===== config.mk =====
export PLATFORM = sky130hd
export DESIGN_NAME = frame_strobe_sequencer
export DESIGN_NICKNAME = d
export VERILOG_FILES = /design/src/rtl/frame_cfg_pkg.sv /design/src/rtl/frame_strobe_sequencer_decoder.sv /design/src/rtl/frame_strobe_sequencer.sv
export SDC_FILE = /design/constraint.sdc
export NUM_CORES = 1
export LEC_CHECK = 0
export ABC_CLOCK_PERIOD_IN_PS = 2900
export BUFFER_PORTS_ARGS = -buffer_cell sky130_fd_sc_hd__buf_2
export CORE_MARGIN = 2
export CORE_UTILIZATION = 51
export CTS_BUF_LIST = sky130_fd_sc_hd__clkbuf_8
export DETAILED_ROUTE_END_ITERATION = 10
export HOLD_SLACK_MARGIN = 0.02
export PLACE_DENSITY = 0.89
export SYNTH_ARGS = -nofsm -noshare
export SYNTH_HDL_FRONTEND = slang
export SYNTH_SLANG_ARGS = --single-unit

===== constraint.sdc =====
create_clock -name UserCLK -period 2.9 [get_ports UserCLK]
set_clock_uncertainty 0.2 [all_clocks]
set_input_delay 0.145 -clock UserCLK [delete_from_list [all_inputs] [get_ports UserCLK]]
set_output_delay 0.145 -clock UserCLK [all_outputs]
set_load 0.01 [all_outputs]

===== src/rtl/frame_cfg_pkg.sv =====
// Shared types and constants for the column FrameStrobe sequencer.
// Field widths here are the defaults; instances may override them.
package frame_cfg_pkg;

   typedef enum logic [1:0] {IDLE, SETUP, STROBE, HOLD} state_e;

   localparam int unsigned CNT_W       = 4;
   localparam int unsigned CNT_MAX     = (1 << CNT_W) - 1;
   localparam int unsigned FRAME_SEL_W = 5;
   localparam int unsigned COL_SEL_W   = 5;
   localparam int unsigned FRAME_LSB   = 0;
   localparam int unsigned COL_LSB     = FRAME_LSB + FRAME_SEL_W;

   // The all-ones column value addresses every column at once.
   function automatic logic is_bcast_col(input int unsigned width, input logic [31:0] col);
      logic [31:0] ones;
      ones = (width >= 32) ? 32'hFFFF_FFFF : ((32'd1 << width) - 32'd1);
      return (col & ones) == ones;
   endfunction

endpackage


===== src/rtl/frame_strobe_sequencer_decoder.sv =====
// Frame index to one-hot decoder with an in-range flag; purely combinational.
// Indices at or beyond MaxFramesPerCol decode to all zeros.
module frame_index_decoder
   import frame_cfg_pkg::*;
#(
   parameter int unsigned MaxFramesPerCol  = 20,
   parameter int unsigned FrameSelectWidth = FRAME_SEL_W
) (
   input  logic [FrameSelectWidth-1:0] idx_i,
   output logic [MaxFramesPerCol-1:0]  onehot_o,
   output logic                        in_range_o
);

   always_comb begin
      onehot_o = '0;
      for (int i = 0; i < int'(MaxFramesPerCol); i++) begin
         onehot_o[i] = (int'(idx_i) == i);
      end
      in_range_o = int'(idx_i) < int'(MaxFramesPerCol);
   end

endmodule


===== src/rtl/frame_strobe_sequencer.sv =====
// Column-level FrameStrobe driver: accepts frame-address words, and for this
// column issues one registered one-hot strobe after a FrameData setup window.
module frame_strobe_sequencer
   import frame_cfg_pkg::*;
#(
   parameter int unsigned MaxFramesPerCol  = 20,
   parameter int unsigned FrameSelectWidth = FRAME_SEL_W,
   parameter int unsigned ColSelectWidth   = COL_SEL_W,
   parameter int unsigned ColumnId         = 0,
   parameter int unsigned SetupCycles      = 2,
   parameter int unsigned StrobeCycles     = 1
) (
   input  logic                                     UserCLK,
   input  logic                                     rst,
   input  logic                                     addr_valid,
   output logic                                     addr_ready,
   input  logic [FrameSelectWidth+ColSelectWidth-1:0] addr_word,
   output logic [MaxFramesPerCol-1:0]               FrameStrobe,
   output logic                                     busy,
   output logic                                     done,
   output logic                                     err_idx
);

   localparam int unsigned     ColLsb   = FrameSelectWidth;
   localparam logic [CNT_W-1:0] SetupLd  = CNT_W'(SetupCycles);
   localparam logic [CNT_W-1:0] StrobeLd = CNT_W'(StrobeCycles);

   generate
      if (SetupCycles > CNT_MAX || StrobeCycles == 0 || StrobeCycles > CNT_MAX) begin : g_bad_cfg
         $error("frame_strobe_sequencer: SetupCycles must be 0..15 and StrobeCycles 1..15");
      end
   endgenerate

   state_e                         state_q, state_d;
   logic [CNT_W-1:0]               cnt_q, cnt_d;
   logic [FrameSelectWidth-1:0]    idx_q, idx_d;
   logic [MaxFramesPerCol-1:0]     strobe_q, strobe_d;
   logic                           done_q, done_d;
   logic                           err_q, err_d;

   logic [FrameSelectWidth-1:0]    word_idx;
   logic [ColSelectWidth-1:0]      word_col;
   logic                           col_match, xfer, idx_ok;
   logic [MaxFramesPerCol-1:0]     idx_onehot;

   assign word_idx   = addr_word[FrameSelectWidth-1:0];
   assign word_col   = addr_word[ColLsb +: ColSelectWidth];
   assign col_match  = (word_col == ColSelectWidth'(ColumnId)) ||
                       is_bcast_col(ColSelectWidth, 32'(word_col));
   assign addr_ready = (state_q == IDLE) && !rst;
   assign xfer       = addr_valid && addr_ready;

   // Decoding idx_d lets one decoder serve both the range check at transfer
   // time and the strobe pattern held through STROBE.
   frame_index_decoder #(
      .MaxFramesPerCol (MaxFramesPerCol),
      .FrameSelectWidth(FrameSelectWidth)
   ) u_dec (
      .idx_i     (idx_d),
      .onehot_o  (idx_onehot),
      .in_range_o(idx_ok)
   );

   always_comb begin
      state_d = state_q;
      cnt_d   = cnt_q;
      idx_d   = idx_q;
      err_d   = 1'b0;
      unique case (state_q)
         IDLE: begin
            if (xfer) begin
               idx_d = word_idx;
               if (col_match) begin
                  if (!idx_ok) begin
                     err_d = 1'b1;
                  end else if (SetupCycles == 0) begin
                     state_d = STROBE;
                     cnt_d   = StrobeLd;
                  end else begin
                     state_d = SETUP;
                     cnt_d   = SetupLd;
                  end
               end
            end
         end
         SETUP: begin
            if (cnt_q == CNT_W'(1)) begin
               state_d = STROBE;
               cnt_d   = StrobeLd;
            end else begin
               cnt_d = cnt_q - CNT_W'(1);
            end
         end
         STROBE: begin
            cnt_d = cnt_q - CNT_W'(1);
            if (cnt_q == CNT_W'(1)) begin
               state_d = HOLD;
            end
         end
         HOLD: begin
            state_d = IDLE;
         end
         default: state_d = IDLE;
      endcase
      strobe_d = (state_d == STROBE) ? idx_onehot : '0;
      done_d   = (state_d == HOLD);
   end

   always_ff @(posedge UserCLK) begin
      if (rst) begin
         state_q  <= IDLE;
         cnt_q    <= '0;
         strobe_q <= '0;
         done_q   <= 1'b0;
         err_q    <= 1'b0;
      end else begin
         state_q  <= state_d;
         cnt_q    <= cnt_d;
         strobe_q <= strobe_d;
         done_q   <= done_d;
         err_q    <= err_d;
      end
   end

   always_ff @(posedge UserCLK) begin
      idx_q <= idx_d;
   end

   assign FrameStrobe = strobe_q;
   assign busy        = (state_q != IDLE);
   assign done        = done_q;
   assign err_idx     = err_q;

endmodule

## Word level (Yosys, flattened, before mapping)

Cells that the tools add are included.

- Add/sub/neg operators: 1
- Order comparisons: 1
- Eq/ne operators: 29
- Multiplexer cells: 14
- Bitwise operators: 4
- Reductions and logical operators: 12

Operators with widths:

| kind | count |
|---|---|
| 5-bit equality test (second input constant) | 13 |
| 5-bit by 4-bit equality test with 1-bit output (second input constant) | 4 |
| 4-bit 2-to-1 mux | 4 |
| 4-bit case mux with 3 select lines | 1 |
| 5-bit by 3-bit equality test with 1-bit output (second input constant) | 2 |
| 5-bit zero test | 2 |
| 2-bit 2-to-1 mux | 5 |
| 5-bit 2-to-1 mux | 2 |
| 2-bit equality test (second input constant) | 4 |
| 2-bit case mux with 4 select lines | 1 |
| 2-bit != test (second input constant) | 3 |
| 5-bit by 2-bit equality test with 1-bit output (second input constant) | 1 |
| 5-bit < comparator (second input constant) | 1 |
| 4-bit by 1-bit equality test with 1-bit output (second input constant) | 1 |
| 1-bit inverter | 4 |
| 4-bit AND reduction | 1 |
| 4-bit OR reduction | 1 |
| 4-bit by 1-bit subtractor with 4-bit output (second input constant) | 1 |
| 3-bit nonzero test | 1 |
| 2-bit by 1-bit equality test with 1-bit output (second input constant) | 1 |
| 1-bit logical AND | 2 |
| 2-bit zero test | 1 |
| 2-bit nonzero test | 1 |
| 2-bit OR reduction | 1 |
| other kinds (3) | 3 |

- Register bits: 33
- Input port bits: 13
- Output and inout port bits: 24
- Logic and storage cells: 67

## Logic depth before layout (Yosys ltp)

Gate-level depths: netlist (run 1).

- Word-level depth: 13
- Depth in mapped cells: 9
- Mapped depth without buffers: 7

## By module

Synthesis (run 1) repeated with hierarchy kept, for this count alone.

- Cells, all modules: 173
- Area, all modules: 1555.2 µm²

By module, submodules not included:

| module | instances | cells an instance | area each (µm²) |
|---|---|---|---|
| frame_strobe_sequencer | 1 | 139 | 1381.3 |
| frame_index_decoder | 1 | 34 | 173.9 |

## Worst setup path after synthesis (run 1)

Ideal clock, no wire load.

- Path kind: flip-flop to flip-flop
- Start: register state_q[0]
- End: register strobe_q[13] (netlist: FrameStrobe[13])
- Setup time: 0.070 ns
- Arrival: 1.926 ns
- Data required time: 2.630 ns
- Setup slack: 0.704 ns
- Stages on the path, launching flop included: 9
- Period minus slack after synthesis: 2.196 ns
- Path through: dfxtp_1 > inv_1 > ha_1 > clkbuf_1 > nor3_1 > a2111oi_4 > o211ai_2 > a2111o_1 > a21oi_1

- Longest elaborated chain between the ends: 13
- Elaborated cells on any way between the ends: 19
- Those cells by class: 1 x order compare; 5 x eq/ne; 8 x mux; 1 x bitwise; 4 x reduce/logical

RTL lines:

| item | RTL line | RTL |
|---|---|---|
| start: declaration | frame_strobe_sequencer.sv:34 | `state_e state_q, state_d;` |
| start signal: assignment | frame_strobe_sequencer.sv:117 | `state_q <= state_d;` |
| 2-bit zero test | frame_strobe_sequencer.sv:50, frame_strobe_sequencer.sv:69 |  |
| 1-bit logical AND | frame_strobe_sequencer.sv:50 | `assign addr_ready = (state_q == IDLE) && !rst;` |
| 1-bit logical AND | frame_strobe_sequencer.sv:51 | `assign xfer = addr_valid && addr_ready;` |
| 5-bit 2-to-1 mux | frame_strobe_sequencer.sv:71 | `if (xfer) begin` |
| 5-bit 2-to-1 mux | frame_strobe_sequencer.sv:69 | `unique case (state_q)` |
| 5-bit < comparator | frame_strobe_sequencer_decoder.sv:19 | `in_range_o = int'(idx_i) < int'(MaxFramesPerCol);` |
| 2-bit 2-to-1 mux | frame_strobe_sequencer.sv:74 | `if (!idx_ok) begin` |
| 2-bit 2-to-1 mux | frame_strobe_sequencer.sv:73 | `if (col_match) begin` |
| 2-bit 2-to-1 mux | frame_strobe_sequencer.sv:71 |  |
| 2-bit case mux with 4 select lines | frame_strobe_sequencer.sv:69 |  |
| 2-bit equality test | frame_strobe_sequencer.sv:105 | `strobe_d = (state_d == STROBE) ? idx_onehot : '0;` |
| 1-bit inverter (no source line) | - |  |
| 2-bit OR reduction (no source line) | - |  |
| end signal: assignment | frame_strobe_sequencer.sv:119 | `strobe_q <= strobe_d;` |
| end: declaration | frame_strobe_sequencer.sv:37 | `logic [MaxFramesPerCol-1:0] strobe_q, strobe_d;` |

Several ways; a longest one is shown, not always the timed one.
A chain may end at the register's enable or synchronous reset.

## Worst setup path in the final report (run 1)

- Start: register state_q[1]
- End: register strobe_q[15] (netlist: FrameStrobe[15])

Same word-level chain as after synthesis.

==> results of run 1 <==
-- routing by layer --
metal  share of wire [%]  GRT usage (%)
met1                  45           25.9
met2                  47           34.7
met3                 6.7           4.99
met4                 1.4           7.97
met5                   0              0
-- worst paths after layout --
| path | from | to | slack (ns) | cells past startpoint |
|---|---|---|---|---|
| hold reg to reg | idx_q[0] | idx_q[0] | 0.30 | 2 |
| setup reg to reg | state_q[1] | FrameStrobe[15] | 0.31 | 7 |
| setup / recovery | state_q[1] | FrameStrobe[15] | 0.31 | 7 |
| hold / removal | addr_word[9] | err_idx | 0.19 | 3 |
-- flip-flops by register name, summed over array words and instances (netlist names) --
name	cells
idx_q	5
err_idx	1
cnt_q	4
done	1
state_q	2
FrameStrobe	20
-- cell type report --
class	count	area, um2	area share (%)
sequential	33	661	35.8
clock inverter	3	65.1	3.52
inverter	8	30.0	1.63
multi-input combinational	123	743	40.2
tap	31	38.8	2.10
clock buffer	5	68.8	3.73
timing repair buffer	42	240	13.0
-- worst register-to-register path: stages, from the launching register on --
cell and delay [ns]:
dfxtp_1 0.36, inv_1 0.15, ha_1 0.22, and3b_1 0.47, mux2i_1 0.42, o211ai_2 0.19
a2111o_1 0.39, a21oi_1 0.14
-- metrics by stage --
| step | power, W | hold WS, ns | utilization [%] | setup slack (ns) |
|---|---|---|---|---|
| 4_1_cts | 0.00107 | 0.174 | 67.6 | 0.334 |
| 6_report | 0.00106 | 0.191 | 67.6 | 0.308 |
| 3_3_place_gp | 0.000555 | 0.210 | 60.5 | 0.448 |
| 3_5_place_dp | 0.000557 | 0.213 | 60.5 | 0.395 |
| 2_1_floorplan | 0.000532 | 0.0440 | - | 0.704 |
| 5_1_grt | 0.00110 | 0.240 | 67.6 | 0.143 |
-- what timing repair did --
action                                 CTS  global route
hold buffers                             6             0
endpoints found under the hold margin   11             0
resized for setup                        0             0
-- placed cells by master (no fill, tap or decap), types with 4 or more instances in the layout --
| cell type | instances |
|---|---|
| ha_1 | 7 |
| inv_1 | 8 |
| dlygate4sd3_1 | 6 |
| dfxtp_1 | 33 |
| o21a_1 | 4 |
| nor2_1 | 31 |
| nand2_1 | 18 |
| buf_2 | 36 |
| a21oi_1 | 8 |
| nand3b_1 | 6 |
| nand3_1 | 5 |
| nor3_1 | 6 |
| clkbuf_8 | 5 |
| o21ai_0 | 7 |
-- cell families after synthesis --
group                    after synthesis
AND/OR/NAND/NOR                       80
AO/OA/AOI/OAI                         33
flip-flops                            33
buffers and inverters                 14
adder cells (fa/ha/maj)                7
multiplexers                           3
-- power by group --
part           switching (W)  total (W)  internal (W)
logic              0.0000492  0.0000826     0.0000335
registers          0.0000107   0.000474      0.000464
clock network       0.000164   0.000506      0.000341
==> impl_metrics.ini, run 1 <==
[route]
wl_um = 3140
detail-route-antenna-nets = 0
wire_per_inst_um = 12.8
drc = 0
vias_per_cell = 5.42
firstDrtPassIters = 4
vias = 1328
drtIter0Drc = 49

[sta]
fin_crit_ns = 2.59
finalSetupViolations = 0
tns_ns = 0
worstMarginPinSlew_ns = 0.581
hold_viol_final = 0
rsz0062_at_grt = no
slew_headroom_pct = 61.2
period_share_pct = 89.4
slew_viol_final = 0
max_freq_mhz = 386

[synth]
synth_top_family_by_area = simple AND/OR/NAND/NOR gates
synth.cell_area_um2 = 1460
synth.avg_cell_area_um2 = 8.57
yosysSeqAreaShare_pct = 45.3
synth_warnings = 0
post-synth-top-count-cell = dfxtp_1
synthArstFlopShare_pct = 0
yosysTopAreaCell = dfxtp_1
synthTopCellsByArea = dfxtp_1 45%, nor2_1 8.0%, ha_1 6.0%
synth_simple_gate_area_share_pct = 26.0
dominantRegCellSynth = dfxtp_1
synth_xor_area_share_pct = 0
synth_top_area_share_pct = 45.3
synth.area.mux_share_pct = 2.06
synthAdderAreaFrac_pct = 6.01
synth_edf_count = 0
syn_inst = 170
synthTopCellsByCount = 33 x dfxtp_1, 31 x nor2_1, 18 x nand2_1, 8 x a21oi_1, 8 x inv_1
synth_compound_area_share_pct = 16.9
ys_seq_elements = 33
synth_fp_nets = 190
yosysUniqueCellTypes = 33

[cells_and_area]
area_delta_synth_final_pct = 26.7
nets = 233
n_antenna_cell = 0
final_cells = 245
drive_above_1_share_pct = 23.4
fillers = 219
stdcell_area_um2 = 1850

[worst_setup_path]
slowest_stage = and3b_1
path_cells = inv_1 > ha_1 > and3b_1 > mux2i_1 > o211ai_2 > a2111o_1 > a21oi_1
cp_slowest_stage_delay_ns = 0.47
cp-start-kind = register
cp_num_buf_inv = 1
endpoint_kind = register
cp_data_arrival_time_ns = 2.61
path_delay_family = compound AO/OA/AOI/OAI gates
crit_path_max_fanout = 14
path_class = register to register
cp.required_ns = 2.92

[clock_network]
ctsRootBufferMaster = clkbuf_8
cts_setup_buffers = 0
cts_tree = yes
numCtsBuffers = 5
clockBufferDepth = 2
clock-sinks = 33
htreeDepth = 2
clk_pin_slew_ns = 0.07
clkLatencyLatePin_ns = 0.28

[grt]
grt_overflow = 0
grt_max_degree = 15
antenna_found_initial = 0
track_usage_pct = 20.8
grt_pass1_wl_um = 5260
grt_pass1_vias = 1183

[die]
die_h_um = 57.5
row_count = 19
die_area_um2 = 3300
core_area_um2 = 2730
io_pins = 37
die_w_um = 57.5
start_util_pct = 53.3

[power_and_ir_drop]
powerDensity_nw_per_um2 = 575
peakVddDrop_mv = 0.491
leakagePower_nw = 0.814

[place]
dp_cells = 231
place.gp.congestion = 0.842
dp_hpwl_um = 2140
portBuffers = 36
placed_area_um2 = 1650

[run_status]
status = complete, no violations

[hold_path]
min_path_type = primary input to register

[run]
maxCapViolCount = 0
Power figures use the tool's default switching activity.
==> run 2: changes to the inputs <==
- ABC_CLOCK_PERIOD_IN_PS: 2900 -> 3000
- clock period: 2.9 -> 3 ns (I/O delays scaled with it)
==> impl_metrics.ini, run 2 (same netlist as run 1, synthesis figures left out) <==
[place]
dp_hpwl_um = 2140
dp_cells = 232
place.gp.congestion = 0.791
portBuffers = 36

[sta]
rsz0062_at_grt = no
hold_viol_final = 0
slew_headroom_pct = 66.0
period_share_pct = 86.3
finalSetupViolations = 0
fin_crit_ns = 2.59
slew_viol_final = 0
holdWs_ns = 0.225
tns_ns = 0
worstMarginPinSlew_ns = 0.496
max_freq_mhz = 386

[clock_network]
clkLatencyLatePin_ns = 0.28
htreeDepth = 2
clk_pin_slew_ns = 0.07
ctsRootBufferMaster = clkbuf_8
clockBufferDepth = 2
cts_tree = yes
clock-sinks = 33
numCtsBuffers = 5
cts_resized = 0

[cells_and_area]
final_cells = 246
area_delta_synth_final_pct = 23.9
final_common_cell = buf_2
largest_reg_flops = 20
nets = 234
register_area_um2 = 661
drive_above_1_share_pct = 23.7
multi_input_area_um2 = 743
n_antenna_cell = 0
fillers = 203
mostFrequentLayoutCells = 36 x buf_2, 33 x dfxtp_1, 31 x nor2_1, 18 x nand2_1

[die]
die_w_um = 57.5
row_count = 19
die_area_um2 = 3300
start_util_pct = 53.3
die_h_um = 57.5
io_pins = 37
core_area_um2 = 2730

[route]
drtIter0Drc = 48
wire_per_inst_um = 12.4
vias = 1309
vias_per_cell = 5.32
firstDrtPassIters = 4
wl_um = 3040
detail-route-antenna-nets = 0
drc = 0

[worst_setup_path]
endpoint_kind = register
cp_data_arrival_time_ns = 2.60
path_class = register to register
crit_path_max_fanout = 14
cp-start-kind = register
cp.required_ns = 3.01

[power_and_ir_drop]
peakVddDrop_mv = 0.428
total_power_w = 0.000856
leakagePower_nw = 0.795
powerDensity_nw_per_um2 = 474

[grt]
antenna_found_initial = 0
track_usage_pct = 20.1
grt_pass1_vias = 1110
grt_overflow = 0
grt_pass1_wl_um = 5090
grt_max_degree = 15

[run]
maxCapViolCount = 0

[hold_path]
min_path_type = primary input to register

[run_status]
status = complete, no violations
run 2: cell types whose count changed in the layout (fill, tap and decap cells not counted):
cell and change:
buf_4 +1, bufinv_16 -2, clkinv_2 +1, clkinvlp_4 +1
run 2: final cells by class:
class / instances / area share [%]
clock inverters: 3 / 0.970
flip-flops and latches: 33 / 36.6
multi-input cells: 123 / 41.1
well taps: 31 / 2.15
inverters: 8 / 1.66
repair buffers: 43 / 13.7
clock buffers: 5 / 3.81
run 2: timing repair:
action	CTS	global route
setup buffers	0	0
endpoints found under the hold margin	11	0
hold buffers	6	0
run 2: power breakdown:
group          switching, W  internal [W]
sequential       0.00000960      0.000448
combinational     0.0000465     0.0000326
clock              0.000159      0.000160
run 2: worst paths after layout:
path | slack, ns | start | endpoint | depth (start not counted)
setup / recovery | 0.41 | state_q[0] | FrameStrobe[13] | 7
hold / removal | 0.23 | addr_word[9] | err_idx | 3
setup reg to reg | 0.41 | state_q[0] | FrameStrobe[13] | 7
hold reg to reg | 0.29 | idx_q[3] | idx_q[3] | 2
run 2: worst max-delay path, cell delays in order, from the launching register on:
cell and delay, ns:
dfxtp_1 0.34, inv_1 0.16, ha_1 0.26, and3b_1 0.47, mux2i_1 0.40, o211ai_2 0.18
a2111o_1 0.38, a21oi_1 0.14
run 2: routing by layer:
metal  part of all wire (%)  vias to the layer above  global-route usage [%]
li1                       -                      664                       -
met1                     46                      586                    27.5
met2                     45                       49                    29.5
met3                    7.3                       10                    4.08
met4                    2.5                        0                    11.3
met5                      0                        -                       0
run 2: per-stage QoR:
stage	utilization, %	setup slack, ns	area (um2)
after detailed placement	60.7	0.480	1660
after floorplan	-	0.804	1460
final	66.1	0.412	1810
after global placement	60.7	0.537	1660
after CTS	66.1	0.429	1810
after global routing	66.1	0.196	1810
